==> config.mk <==
export PLATFORM = sky130hd
export DESIGN_NAME = cs2fifoc
export DESIGN_NICKNAME = d
export VERILOG_FILES = /design/src/rtl/cs2fifoc_pkg.sv /design/src/rtl/cs2fifoc.sv
export SDC_FILE = /design/constraint.sdc
export NUM_CORES = 1
export LEC_CHECK = 0
export CAP_MARGIN = 30
export CORE_UTILIZATION = 50
export CTS_BUF_LIST = sky130_fd_sc_hd__clkbuf_4
export DETAILED_ROUTE_END_ITERATION = 8
export PLACE_DENSITY = 0.79
export REMOVE_ABC_BUFFERS = 1
export SLEW_MARGIN = 25
export SYNTH_ARGS = -nofsm -noshare
export SYNTH_HDL_FRONTEND = slang
export SYNTH_SLANG_ARGS = --single-unit
==> constraint.sdc <==
create_clock -name clk -period 4.85 [get_ports clk]
set_input_delay 0.7275 -clock clk [delete_from_list [all_inputs] [get_ports clk]]
set_output_delay 0.7275 -clock clk [all_outputs]
set_load 0.05 [all_outputs]
==> src/rtl/cs2fifoc_pkg.sv <==
// Shared definitions for the command-channel frame format.
// The state codes are the same numeric values used by the receive-side
// command-frame parser, so debug dumps of either side read identically.
// Contents: HEAD0/HEAD1 header bytes, frame/payload lengths, state_t codes.
package cs2fifoc_pkg;

  localparam logic [7:0] HEAD0       = 8'h55;
  localparam logic [7:0] HEAD1       = 8'hAA;
  localparam int         FRAME_LEN   = 12;
  localparam int         PAYLOAD_LEN = 9;

  // Byte states HED0..LAST are consecutive codes, so advancing a byte
  // state is a plain +1.
  typedef enum logic [4:0] {
    ST_IDLE = 5'h00,
    ST_LOAD = 5'h01,
    ST_HED0 = 5'h03,
    ST_HED1 = 5'h04,
    ST_CMD0 = 5'h05,
    ST_CMD1 = 5'h06,
    ST_CMD2 = 5'h07,
    ST_CMD3 = 5'h08,
    ST_CMD4 = 5'h09,
    ST_CMD5 = 5'h0A,
    ST_CMD6 = 5'h0B,
    ST_CMD7 = 5'h0C,
    ST_CMD8 = 5'h0D,
    ST_PART = 5'h0E,
    ST_LAST = 5'h0F,
    ST_ERR0 = 5'h14
  } state_t;

endpackage

==> src/rtl/cs2fifoc.sv <==
// cs2fifoc: command-frame transmitter into the command-channel FIFO.
// On fs it snapshots nine payload bytes and writes one 12-byte frame:
//   55 AA p0..p8 chk   (chk = 8-bit sum of p0..p8, headers excluded)
// Ports:
//   clk, rst        clock (rising edge), asynchronous active-low reset
//   fs / fd         frame start request (level) / frame done (LAST)
//   err             high while stuck in ERR0 after a FIFO-full timeout
//   so              current state code for debug
//   fifoc_txen/txd  FIFO write port (combinational)
//   fifoc_full      FIFO full; a byte is written only while it is low
//   kind_dev..cmd_mix1  payload bytes in frame order
module cs2fifoc
  import cs2fifoc_pkg::*;
#(
  parameter int               TMO_W   = 16,
  parameter logic [TMO_W-1:0] TMO_MAX = {TMO_W{1'b1}}
) (
  input  logic       clk,
  input  logic       rst,
  output logic       err,
  input  logic       fs,
  output logic       fd,
  output logic [7:0] so,
  output logic       fifoc_txen,
  output logic [7:0] fifoc_txd,
  input  logic       fifoc_full,
  input  logic [7:0] kind_dev,
  input  logic [7:0] info_sr,
  input  logic [7:0] cmd_filt,
  input  logic [7:0] cmd_mix0,
  input  logic [7:0] cmd_reg4,
  input  logic [7:0] cmd_reg5,
  input  logic [7:0] cmd_reg6,
  input  logic [7:0] cmd_reg7,
  input  logic [7:0] cmd_mix1
);

  state_t           state;
  state_t           state_nxt;
  logic [7:0]       shadow [PAYLOAD_LEN];
  logic [7:0]       check;
  logic [TMO_W-1:0] stall_cnt;

  logic             byte_st;
  logic             is_cmd;
  logic [3:0]       cmd_idx;
  logic [7:0]       tx_byte;

  // Additive checksum, modulo 256 (carry out discarded).
  function automatic logic [7:0] csum_add(input logic [7:0] acc, input logic [7:0] b);
    return acc + b;
  endfunction

  assign cmd_idx = 4'(state - ST_CMD0);

  always_comb begin
    state_nxt = state;
    byte_st   = 1'b0;
    is_cmd    = 1'b0;
    tx_byte   = 8'h00;
    case (state)
      ST_IDLE: if (fs) state_nxt = ST_LOAD;
      ST_LOAD: state_nxt = ST_HED0;
      ST_HED0: begin
        byte_st = 1'b1;
        tx_byte = HEAD0;
      end
      ST_HED1: begin
        byte_st = 1'b1;
        tx_byte = HEAD1;
      end
      ST_CMD0, ST_CMD1, ST_CMD2, ST_CMD3, ST_CMD4,
      ST_CMD5, ST_CMD6, ST_CMD7, ST_CMD8: begin
        byte_st = 1'b1;
        is_cmd  = 1'b1;
        tx_byte = shadow[cmd_idx];
      end
      ST_PART: begin
        byte_st = 1'b1;
        tx_byte = check;
      end
      // Hold done until the requester drops fs, so a level-held fs
      // cannot launch a second frame.
      ST_LAST: if (!fs) state_nxt = ST_IDLE;
      ST_ERR0: state_nxt = ST_ERR0;
      default: state_nxt = ST_IDLE;
    endcase

    if (byte_st) begin
      if (!fifoc_full) begin
        state_nxt = state_t'(state + 5'd1);
      end else if (stall_cnt + TMO_W'(1) == TMO_MAX) begin
        // This stalled edge is the TMO_MAX-th one in a row.
        state_nxt = ST_ERR0;
      end
    end
  end

  assign fifoc_txen = byte_st && !fifoc_full;
  assign fifoc_txd  = tx_byte;
  assign fd         = (state == ST_LAST);
  assign err        = (state == ST_ERR0);
  assign so         = {3'b000, state};

  always_ff @(posedge clk or negedge rst) begin
    if (!rst) begin
      state     <= ST_IDLE;
      check     <= 8'h00;
      stall_cnt <= '0;
      for (int i = 0; i < PAYLOAD_LEN; i++) shadow[i] <= 8'h00;
    end else begin
      state <= state_nxt;
      if (state == ST_LOAD) begin
        shadow[0] <= kind_dev;
        shadow[1] <= info_sr;
        shadow[2] <= cmd_filt;
        shadow[3] <= cmd_mix0;
        shadow[4] <= cmd_reg4;
        shadow[5] <= cmd_reg5;
        shadow[6] <= cmd_reg6;
        shadow[7] <= cmd_reg7;
        shadow[8] <= cmd_mix1;
        check     <= 8'h00;
        stall_cnt <= '0;
      end else if (byte_st) begin
        if (!fifoc_full) begin
          stall_cnt <= '0;
          if (is_cmd) check <= csum_add(check, tx_byte);
        end else begin
          stall_cnt <= stall_cnt + TMO_W'(1);
        end
      end
    end
  end

endmodule

==> results.cfg, run 1 <==
[sta]
skew_ns = 0.0198
max_slew_margin = 0.356
hold_ws_ns = 0.254
final_max_slew_viol_count = 0
setup-violations-final = 0
fin_crit_ns = 4.33
max_freq_mhz = 231
grt_setup_unrepaired = false
hold_viol = 0
worstMarginPinSlew_ns = 0.959
period_share = 0.893

[power_and_ir_drop]
p_leak_uw = 0.00306
p_int_uw = 1980
combPwrFrac = 0.500
clkPwrFrac = 0.116
switching_share = 0.431
peakVddDrop_uv = 527
p_switching_uw = 1500
powerDensity_mw_per_mm2 = 528
seqPwrFrac = 0.384

[cts]
root_buffer = clkbuf_4
cts_tree = built
cts_made_buffers = 9
clk_pin_slew_ns = 0.15
cts_setup_buffers = 0
clock-sinks = 101
h-tree-depth = 3
cts.hold.buffers_added = 0
cts_resized = 0
clk_latency_ns = 0.49
clock_path_buffers = 2

[place]
dpl.hpwl_um = 9170
io_buffer_count = 91
routabilityCongestion = 0.935
placed_cells = 826

[route]
routedWlPerCell_um = 15.4
wl_met3_um = 699
drt_iter0_drc = 285
top_layer_used = met4
vias = 4625
ant_nets = 0
drc = 2
viasPerCell = 5.49
first_pass_iters = 7
drt-met1-wl_um = 5800
routed_wirelength_um = 12900
dr_wl_met2_um = 6180

[synth]
yosys.area.top_type = dfrtp_1
syn-instance-count = 631
synth-seq-cells = 101
synth_edf_count = 0
async_reset_ff_frac = 1.00
synth_area_mm2 = 0.00555
synth.distinct_cells = 54
synth_top_area_frac = 0.455
ys_warn_count = 0
syn_avg_cell_area_um2 = 8.80
ys_seq_area_frac = 0.455
synth_area_leaders = dfrtp_1, nand2_1, mux4_2
synthFlopType = dfrtp_1

[cells_and_area]
area_growth_pct = 18.8
seqCellArea_mm2 = 0.00253
multi_input_area_mm2 = 0.00282
post_route_cells_drive_above_1_share = 0.0755
antennaDiodeCount = 0
n_fill_cell = 928
final_nets = 789
fin_cells = 842

[outcome]
violations = design-rule violations
status = complete, but fails checks

[worst_hold_path]
hold_class = in2async

[die]
start_util = 0.512
io_pins = 95
die_h_um = 107
dieArea_mm2 = 0.0115
num_rows = 38
core_area_mm2 = 0.0108
fp.dieW_um = 107

[global_route]
grt_pass1_wl_um = 21800
antenna_found_initial = 0
grt_pass1_vias = 4584
grt_max_degree = 81
grt_use_total = 0.245
grt_overflow = 0

[setup_path]
crit_slowest_cell = ha_1
crit_family = compound AO/OA/AOI/OAI gates
rr_worst_depth = 14
path_class = reg2reg
cp_slowest_stage_delay_ns = 0.85
crit_chain = inv_1 -> ha_1 -> mux4_2 -> mux2i_1 -> o21ai_0 -> a221o_1 -> ha_1 -> a21oi_1 -> nor2b_1 -> o31a_1 -> o41ai_1 -> xor2_1 -> and3_1 -> a311o_1
crit_top_cell = ha_1
cp.arrival_ns = 4.71
cp-end-kind = flop
cp.required_ns = 5.23
cp_max_fo = 19
crit_buf_inv = 1
startpoint_type = flop
path_depth = 14

[run]
drv_cap = 0
-- path summary, 6_finish.rpt --
kind / slack (ns) / startpoint / endpoint
worst min register to register: 0.49 / shadow[65]$_DFFE_PN0N_ / shadow[65]$_DFFE_PN0N_
worst max register to register: 0.52 / state[1]$_DFF_PN0_ / check[7]$_DFFE_PN0P_
max in group asynchronous: 3.53 / rst / shadow[65]$_DFFE_PN0N_
min in group clk: 0.49 / shadow[65]$_DFFE_PN0N_ / shadow[65]$_DFFE_PN0N_
worst min-delay path: 0.25 / rst / state[3]$_DFF_PN0_
worst max-delay path: 0.52 / state[1]$_DFF_PN0_ / check[7]$_DFFE_PN0P_
-- through the flow --
stage	cell area (µm²)	setup slack (ns)	setup TNS, ns	power (µW)	utilization
CTS	6590	0.544	0	3520	0.608
global placement	6470	0.664	0	3040	0.597
floorplan	5370	-0.296	-0.434	2600	-
finish	6590	0.519	0	3480	0.608
global route	6590	0.199	0	3770	0.608
detailed placement	6470	0.591	0	3110	0.597
-- power groups by stage --
stage          clock network, µW  registers [µW]  logic, µW
4_1_cts                      419            1340       1760
6_report                     405            1340       1740
3_5_place_dp                   0            1360       1750
5_1_grt                      446            1380       1950
3_3_place_gp                   0            1340       1700
2_1_floorplan                  0            1360       1230
-- registers in the layout, indices dropped and copies added (netlist names) --
name,count
shadow,72
stall_cnt,16
check,8
state,5
-- area by class of cell --
cell class,instances,share of cell area
timing repair buffer,96,0.140
clock inverter,5,0.00550
inverter,9,0.00512
tap,140,0.0266
sequential,101,0.383
multi-input combinational,480,0.427
clock buffer,11,0.0125
-- Yosys cell counts (all sizes together), types with 2 or more instances --
cell and count:
nand4b 2, xor2 8, nand2 243, dfrtp 101, mux4 16, nor3 15
buf 14, and3 6, mux2i 9, a221o 8, nor3b 2, nand3 24
o31ai 7, a21oi 13, nand2b 2, xnor2 5, nor2b 2, o21ai 38
nand4 6, o211ai 2, a2111oi 3, nor2 17, ha 15, a31oi 7
and2 7, clkbuf 29, o41ai 2, inv 9, a21o 4
-- routing by layer --
layer	GRT usage	up-vias
met1	0.326	2205
met2	0.403	129
li1	-	2272
met4	0.0900	0
met5	0	-
met3	0.0424	19
-- cell usage in the layout, fill, tap and decap left out, types with 8 or more instances in the layout --
cell type	instances
a21oi_1	13
a221o_1	8
buf_4	13
clkbuf_4	11
clkdlybuf4s50_1	82
dfrtp_1	101
ha_1	15
inv_1	9
mux2i_1	9
mux4_2	16
nand2_1	242
nand3_1	24
nor2_1	17
nor3_1	14
o21ai_0	36
-- worst register-to-register path, cell delays in order, from the launching register on --
cell and delay, ns:
dfrtp_1 0.48, inv_1 0.12, ha_1 0.86, mux4_2 0.41, mux2i_1 0.14, o21ai_0 0.09, a221o_1 0.39, ha_1 0.32
a21oi_1 0.12, nor2b_1 0.07, o31a_1 0.26, o41ai_1 0.34, xor2_1 0.13, and3_1 0.20, a311o_1 0.30
-- cells by family (layout without fill, tap and decap cells) --
family | after synthesis | count (layout) | synth area share
and+or+nand+nor | 331 | 331 | 0.252
DFF | 101 | 101 | 0.455
AOI/OAI and AO/OA | 92 | 92 | 0.109
buffers and inverters | 52 | 121 | 0.0397
muxes | 25 | 25 | 0.0811
adders and majority gates | 16 | 16 | 0.0374
xor gates and xnor gates | 13 | 13 | 0.0252
other | 1 | 3 | 0.000675
No activity file was read; power rests on OpenSTA's default activity.
==> inputs of run 2 (changes only) <==
Settings changed: SKIP_LAST_GASP set to 1.
==> results of run 2 <==
The final DEF is identical to that of run 1; final timing and power are the same.
==> inputs of run 3 (changes only) <==
Settings changed: ABC_CLOCK_PERIOD_IN_PS set to 4850, GPL_TIMING_DRIVEN set to 0.
==> run 3 against run 2 <==
Compared with the run above:
- the flow still finishes with violations (design-rule violations)
- clock skew is 0.0022 ns higher
- clock-buffer cell count is 2 lower
- worst setup slack worse by 0.16 ns
- maximum frequency is 3.5% lower
- routed wire length rose by 1.7%
- sequential share of layout area is 0.87 points lower
- non-clock buffer count increased by 2
- first-iteration DRC count decreased by 1.1%
- final area grew 2.5%
- via count increased by 3.9%
- critical path type is now reg2out
- critical endpoint is now fifoc_txd[0]
- largest cell class unchanged
- largest power group unchanged
==> results.cfg, run 3 (synthesis results as in run 1) <==
[power_and_ir_drop]
peakVddDrop_uv = 586
p_leak_uw = 0.00311
powerDensity_mw_per_mm2 = 539

[setup_path]
rr_worst_depth = 15
crit_family = buffers and inverters
path_class = reg2out
worst_r2r_endpoint = check[7]$_DFFE_PN0P_
cp_max_fo = 14
cp_slowest_stage_delay_ns = 0.84
path_depth = 7
crit_buf_inv = 3
reg2reg_slack_ns = 0.40
cp-end-kind = output port
crit_chain = buf_16 -> inv_1 -> ha_4 -> nor3_1 -> nor4_2 -> a221o_1 -> clkdlybuf4s50_1
crit_slowest_cell = nor4_2
startpoint_type = flop
endpoint = fifoc_txd[0]
cp.required_ns = 4.12
rr_startpoint = state[0]$_DFF_PN0_
cp.arrival_ns = 3.76
cp-startpoint = state[0]$_DFF_PN0_

[die]
core_area_mm2 = 0.0108
dieArea_mm2 = 0.0115
start_util = 0.512
io_pins = 95
die_h_um = 107
fp.dieW_um = 107
num_rows = 38

[cells_and_area]
post_route_cells_drive_above_1_share = 0.0724
layout_commonest_cell = nand2_1
top_regs = shadow: 72 flops, stall_cnt: 16 flops, check: 8 flops
final_nets = 791
postLayoutCellArea_mm2 = 0.00676
largest_reg_flops = 72
final_cell_mix = nand2_1, dfrtp_1, clkdlybuf4s50_1, o21ai_0, nand3_1
top_register = shadow
fin_cells = 846
area_growth_pct = 21.7

[route]
first_pass_iters = 7
drt_iter0_drc = 282
routed_wirelength_um = 13200
ant_nets = 0
viasPerCell = 5.68
vias = 4807
routedWlPerCell_um = 15.5
drc = 4

[sta]
setup-violations-final = 0
final_max_slew_viol_count = 0
worstMarginPinSlew_ns = 0.968
period_share = 0.925
fin_crit_ns = 4.49
max_slew_margin = 0.349
hold_viol = 0
skew_ns = 0.0221
max_freq_mhz = 223
grt_setup_unrepaired = false

[cts]
clk_latency_ns = 0.46
root_buffer = clkbuf_4
cts_made_buffers = 9
cts.hold.buffers_added = 0
clock_path_buffers = 2
cts_tree = built
h-tree-depth = 3
clk_pin_slew_ns = 0.17
clock-sinks = 101

[place]
dpl.hpwl_um = 9130
place_area_mm2 = 0.00657
routabilityCongestion = 0.851
placed_cells = 825
io_buffer_count = 91

[global_route]
grt_pass1_vias = 4809
antenna_found_initial = 1
grt_max_degree = 75
grt_overflow = 0
grt_use_total = 0.249
grt_pass1_wl_um = 22500

[run]
drv_cap = 0

[worst_hold_path]
hold_class = in2async

[outcome]
violations = design-rule violations
status = complete, but fails checks
==> run 3: changes by cell type in the layout (fill, tap and decap cells not counted), sizes merged <==
cell / before / now
clkdlybuf4s50: 82 / 89
buf: 14 / 8
diode: 0 / 2
dlymetal6s2s: 0 / 1
clkinv: 4 / 2
clkinvlp: 0 / 2
inv: 10 / 12
clkbuf: 11 / 9
==> run 3: worst min path at each step <==
stage	from	to	slack, ns
2_1_floorplan	rst	check[0]$_DFFE_PN0P_	0.43
4_1_cts	rst	state[1]$_DFF_PN0_	0.20
5_1_grt	rst	shadow[34]$_DFFE_PN0N_	0.21
6_report	rst	shadow[23]$_DFFE_PN0N_	0.18
3_3_place_gp	shadow[27]$_DFFE_PN0N_	shadow[27]$_DFFE_PN0N_	0.45
3_5_place_dp	shadow[58]$_DFFE_PN0N_	shadow[58]$_DFFE_PN0N_	0.46
==> run 3: power breakdown <==
group	leakage (µW)	switching [µW]	internal, µW
clock network	0.0000649	312	113
logic	0.00176	1040	806
registers	0.00128	207	1160
total	0.00311	1560	2080
==> run 3: layer usage <==
| metal | up-vias | share of wire | global-route usage |
|---|---|---|---|
| met1 | 2346 | 0.44 | 0.319 |
| met5 | - | 0 | 0 |
| met4 | 0 | 0.014 | 0.0881 |
| li1 | 2282 | - | - |
| met3 | 18 | 0.053 | 0.0569 |
| met2 | 161 | 0.49 | 0.415 |
==> run 3: repair_timing <==
| action | in CTS | in global routing |
|---|---|---|
| pin swaps | 0 | 1 |
| setup endpoints to repair | 9 | 8 |
| buffers inserted | 0 | 2 |
| gates resized for setup | 2 | 3 |
==> run 3: layout make-up <==
cell class / instances / area [µm²]
sequential: 101 / 2530
clock inverter: 7 / 57.6
antenna: 2 / 5.00
tap: 140 / 175
multi-input combinational: 480 / 2850
timing repair buffer: 98 / 1040
fill: 939 / 4080
inverter: 9 / 33.8
clock buffer: 9 / 67.6
==> run 3: per-stage QoR <==
step	hold WS (ns)	setup TNS (ns)	setup slack [ns]	total power [µW]	util
5_1_grt	0.205	0	0.189	3930	0.623
6_report	0.176	0	0.363	3640	0.623
2_1_floorplan	0.432	-0.434	-0.296	2600	-
3_5_place_dp	0.461	-0.321	-0.321	3200	0.606
4_1_cts	0.198	0	0.0694	3640	0.619
3_3_place_gp	0.454	-72.23	-0.956	3070	0.596
